$ cat src/rtl/irq_pkg.sv
// Shared constants and FSM state encoding for the vectored interrupt controller.
package irq_pkg;

  localparam int unsigned NSRC = 8;
  localparam int unsigned SELW = 3;

  typedef enum logic [1:0] {
    StIdle    = 2'b00,
    StReq     = 2'b01,
    StService = 2'b10
  } irq_state_e;

endpackage

$ cat src/rtl/prio_enc8.sv
// Combinational 8-to-3 priority encoder; the lowest set index wins.
module prio_enc8 (
  input  logic [7:0] req,
  output logic [2:0] idx,
  output logic       valid
);

  always_comb begin
    idx   = 3'd0;
    valid = |req;
    // Scan high to low so the last (lowest) set bit is the one kept.
    for (int i = 7; i >= 0; i--) begin
      if (req[i]) begin
        idx = 3'(i);
      end
    end
  end

endmodule

$ cat src/rtl/irq_vector_ctrl.sv
// Edge-latched, maskable, fixed-priority interrupt controller with a single
// in-service slot and a request/ack handshake to the CPU control unit.
module irq_vector_ctrl
  import irq_pkg::*;
(
  input  logic            clk,
  input  logic            rst_n,
  input  logic [NSRC-1:0] irq_in,
  input  logic            mask_we,
  input  logic [NSRC-1:0] mask_wdata,
  input  logic            cpu_int_en,
  input  logic            irq_ack,
  input  logic            eret,
  output logic            irq_req,
  output logic [SELW-1:0] vec_sel,
  output logic            in_service,
  output logic [NSRC-1:0] pending,
  output logic [NSRC-1:0] mask_q
);

  irq_state_e      state_q;
  logic [NSRC-1:0] irq_prev_q;
  logic [NSRC-1:0] pending_q, pending_d;
  logic [NSRC-1:0] rise;
  logic [NSRC-1:0] ack_clr;
  logic [NSRC-1:0] eligible;
  logic [SELW-1:0] winner;
  logic            winner_valid;
  logic            withdraw;

  assign pending  = pending_q;
  assign eligible = pending_q & mask_q;
  assign withdraw = !cpu_int_en || !mask_q[vec_sel];

  prio_enc8 u_prio_enc8 (
    .req   (eligible),
    .idx   (winner),
    .valid (winner_valid)
  );

  always_comb begin
    rise    = irq_in & ~irq_prev_q;
    ack_clr = '0;
    if (state_q == StReq && irq_ack) begin
      ack_clr[vec_sel] = 1'b1;
    end
    // A new edge on the acknowledged source survives the clear.
    pending_d = (pending_q & ~ack_clr) | rise;
  end

  always_ff @(posedge clk or negedge rst_n) begin
    if (!rst_n) begin
      irq_prev_q <= '0;
      pending_q  <= '0;
      mask_q     <= '0;
    end else begin
      irq_prev_q <= irq_in;
      pending_q  <= pending_d;
      if (mask_we) begin
        mask_q <= mask_wdata;
      end
    end
  end

  always_ff @(posedge clk or negedge rst_n) begin
    if (!rst_n) begin
      state_q    <= StIdle;
      irq_req    <= 1'b0;
      vec_sel    <= '0;
      in_service <= 1'b0;
    end else begin
      unique case (state_q)
        StIdle: begin
          if (cpu_int_en && winner_valid) begin
            state_q <= StReq;
            irq_req <= 1'b1;
            vec_sel <= winner;
          end
        end
        StReq: begin
          if (irq_ack) begin
            state_q    <= StService;
            irq_req    <= 1'b0;
            in_service <= 1'b1;
          end else if (withdraw) begin
            state_q <= StIdle;
            irq_req <= 1'b0;
          end
        end
        StService: begin
          if (eret) begin
            state_q    <= StIdle;
            in_service <= 1'b0;
          end
        end
        default: begin
          state_q    <= StIdle;
          irq_req    <= 1'b0;
          in_service <= 1'b0;
        end
      endcase
    end
  end

endmodule

$ cat config.mk
export PLATFORM = sky130hd
export DESIGN_NAME = irq_vector_ctrl
export DESIGN_NICKNAME = d
export VERILOG_FILES = /design/src/rtl/irq_pkg.sv /design/src/rtl/prio_enc8.sv /design/src/rtl/irq_vector_ctrl.sv
export SDC_FILE = /design/constraint.sdc
export NUM_CORES = 1
export LEC_CHECK = 0
export CORE_MARGIN = 2
export CORE_UTILIZATION = 51
export CTS_BUF_LIST = sky130_fd_sc_hd__clkbuf_8
export CTS_CLUSTER_DIAMETER = 30
export DETAILED_ROUTE_END_ITERATION = 8
export GPL_TIMING_DRIVEN = 0
export PLACE_DENSITY = 0.87
export RECOVER_POWER = 50
export SYNTH_ARGS = -nofsm -noshare
export SYNTH_HDL_FRONTEND = slang
export SYNTH_HIERARCHICAL = 1
export SYNTH_SLANG_ARGS = --single-unit
export TNS_END_PERCENT = 20
$ cat constraint.sdc
create_clock -name clk -period 2.9 [get_ports clk]
set_clock_uncertainty 0.05 [all_clocks]
set_input_delay 0.435 -clock clk [delete_from_list [all_inputs] [get_ports clk]]
set_output_delay 0.435 -clock clk [all_outputs]
set_load 0.01 [all_outputs]
==> flow_metrics.env <==
export IMPL_syn_nets=132
export IMPL_synth_edf_count=0
export IMPL_synth_flop_cell="dfrtp_1"
export IMPL_met2_usage_pct=31.0
export IMPL_grt_util_met3_pct=5.62
export IMPL_cp_arrival_ns=1.39
export IMPL_slowest_stage="clkdlybuf4s50_1"
export IMPL_critPathLaunchType="flop"
export IMPL_cts_buffers=5
export IMPL_netlist_top_cells_count="dfrtp_1, o21ai_0, mux2_2"
export IMPL_ys_ff_latch=31
export IMPL_path_cells="clkdlybuf4s50_1"
export IMPL_insertedDiodeCount=0
export IMPL_fin_nets=180
export IMPL_hp_class="reg2reg"
export IMPL_yosys_warnings=6
export IMPL_critical_path_max_stage_delay_ns=0.60
export IMPL_fillers=174
export IMPL_drive_gt1_share_pct=15.7
export IMPL_wl_mm=2.77
export IMPL_setup_viol=0
export IMPL_syn_to_final_growth_pct=40.5
export IMPL_synth_top_area_share_pct=57.9
export IMPL_critPathCaptureType="output pin"
export IMPL_grt_util_all_layers_pct=19.7
export IMPL_status="finished, violations left"
export IMPL_syn_area_sq_mm=0.00134
export IMPL_tns_ns=0
export IMPL_cts_buffer_depth=2
export IMPL_gr_total_overflow=0
export IMPL_cts_sink_count=31
export IMPL_cts_root_buf="clkbuf_8"
export IMPL_portBuffers=41
export IMPL_fin_crit_sh_pct=64.5
export IMPL_max_slew_margin_rel_pct=-5.69
export IMPL_fmax_ghz=0.535
export IMPL_num_vias=1025
export IMPL_fp_row_count=18
export IMPL_failed_checks="capacitance limit, slew limit"
export IMPL_cpLargestDelayFamily="buffers and inverters"
export IMPL_cts_clk_slew_worst_paths_ns=0.06
export IMPL_yosysUniqueCellTypes=27
export IMPL_clk_latency_ns=0.28
export IMPL_holdBufCountCts=0
export IMPL_grt_max_degree=32
export IMPL_antenna_found_initial=0
export IMPL_p_leak_nw=0.805
export IMPL_min_period_ns=1.87
export IMPL_preCtsSetupSlack_ns=0.824
export IMPL_place_congestion=0.872
export IMPL_htreeDepth=2
export IMPL_grt_busiest_layer="met2"
export IMPL_post_cts_buffers=0
export IMPL_dieWidth_microns=55.2
export IMPL_ir_worst_vdd_v=0.000629
export IMPL_synth_most_common_cell="dfrtp_1"
export IMPL_path_max_fanout=8
export IMPL_die_area_sq_mm=0.00305
export IMPL_cts_resized=0
export IMPL_wl_per_cell_microns=14.6
export IMPL_core_sq_mm=0.00248
export IMPL_drt_iter0_drc=41
export IMPL_initial_utilization_pct=54.0
export IMPL_drt_vias_per_instance=5.42
export IMPL_slew_violations=32
export IMPL_yosys_top_cells_area="dfrtp_1, mux2_2, o21ai_0"
export IMPL_die_y_microns=55.2
export IMPL_synthesis_area_per_instance_sq_um=12.2
export IMPL_synthArstFlopShare_pct=100
export IMPL_cp_required_ns=2.41
export IMPL_cp_num_buf_inv=1
export IMPL_max_cap_viol_count=1
export IMPL_io_pins=43
export IMPL_tritoncts="done"
export IMPL_syn_inst=110
export IMPL_route_detailed_drc=0
export IMPL_seq_area_frac_synth_pct=57.9
export IMPL_drt_first_pass_iters=4
export IMPL_dp_hpwl_mm=2.09
export IMPL_grt_pass1_wl_mm=4.59
export IMPL_max_slew_worst_pin_slew_ns=1.59
export IMPL_grt_util_met1_pct=24.3
export IMPL_grt_pass1_vias=998
export IMPL_final_core_util_pct=75.9
export IMPL_hold_violations=0
export IMPL_p_per_area_mw_per_mm2=733
export IMPL_critPathKind="reg2out"
export IMPL_synth_area_leader_cell="dfrtp_1"
export IMPL_detail_route_antenna_nets=0
export IMPL_fin_ws_ns=1.03
export IMPL_rsz0062_at_grt="no"
power breakdown:
group	total (W)	switching, W	internal (W)
registers	0.000583	0.0000765	0.000507
clock network	0.000362	0.000150	0.000212
logic	0.000434	0.000173	0.000261
total	0.00138	0.000399	0.000980
metal layers:
metal	vias up	part of all wire, %
met3	6	6.5
li1	478	-
met4	0	2.3
met1	497	41
met5	-	0
met2	44	51
metrics by stage:
step	instances	instance area, sq um	total power (W)	hold WS, ns
after floorplan	110	1340	0.000819	0.0894
after global placement	181	1790	0.00101	0.351
after detailed placement	181	1790	0.00103	0.362
after CTS	189	1890	0.00140	0.371
after global routing	189	1880	0.00146	0.384
final	189	1880	0.00138	0.365
registers in the layout, summed over array words and instances (netlist names):
name / cells
in_service: 1
mask_q: 8
irq_prev_q: 8
pending: 8
state_q: 2
irq_req: 1
vec_sel: 3
final cells by class:
class	instances	area, sq um	area share (%)
Sequential cell	31	776	41.3
Clock buffer	7	96.3	5.12
Buffer	2	15.0	0.798
Tap cell	30	37.5	2.00
Inverter	9	33.8	1.80
Timing Repair Buffer	41	404	21.5
Multi-Input combinational cell	68	514	27.3
Clock inverter	1	3.75	0.200
cell usage in the layout (no fill, tap or decap), drive strengths merged:
cell           count
inv               10
nand2              3
o21ai             16
nor4               1
nand3              1
mux2              11
clkdlybuf4s50     31
and2               8
o31ai              2
dlygate4sd3        9
a21boi             1
nor4b              1
mux4               1
a21o               2
and3b              2
clkbuf             9
nor2b              1
mux2i              4
o21bai             1
dfrtp             31
nand2b             3
and2b              1
a211o              1
buf                1
a21oi              2
and4bb             1
o41ai              1
nor2               4
kinds of logic (layout without fill, tap and decap cells):
group	count (synthesis)	after routing	synth area share, %
simple gates	26	26	13.1
mux	16	16	13.9
buf+inv	11	60	3.64
flops	31	31	57.9
compound gates	26	26	11.4
path summary, 6_finish.rpt:
check / depth (start not counted) / slack [ns] / to / start
max reg2reg: 5 / 1.16 / vec_sel[1]$_DFFE_PN0P_ / mask_q[4]$_DFFE_PN0P_
min reg2reg: 1 / 0.36 / pending[2]$_DFF_PN0_ / irq_prev_q[2]$_DFF_PN0_
max: 1 / 1.03 / vec_sel[1] / vec_sel[1]$_DFFE_PN0P_
min: 1 / 0.36 / pending[2]$_DFF_PN0_ / irq_prev_q[2]$_DFF_PN0_
max in group asynchronous: 1 / 1.39 / mask_q[5]$_DFFE_PN0P_ / rst_n
min in group asynchronous: 1 / 0.49 / mask_q[3]$_DFFE_PN0P_ / rst_n
Note: power is estimated with default switching activity, not from simulation.
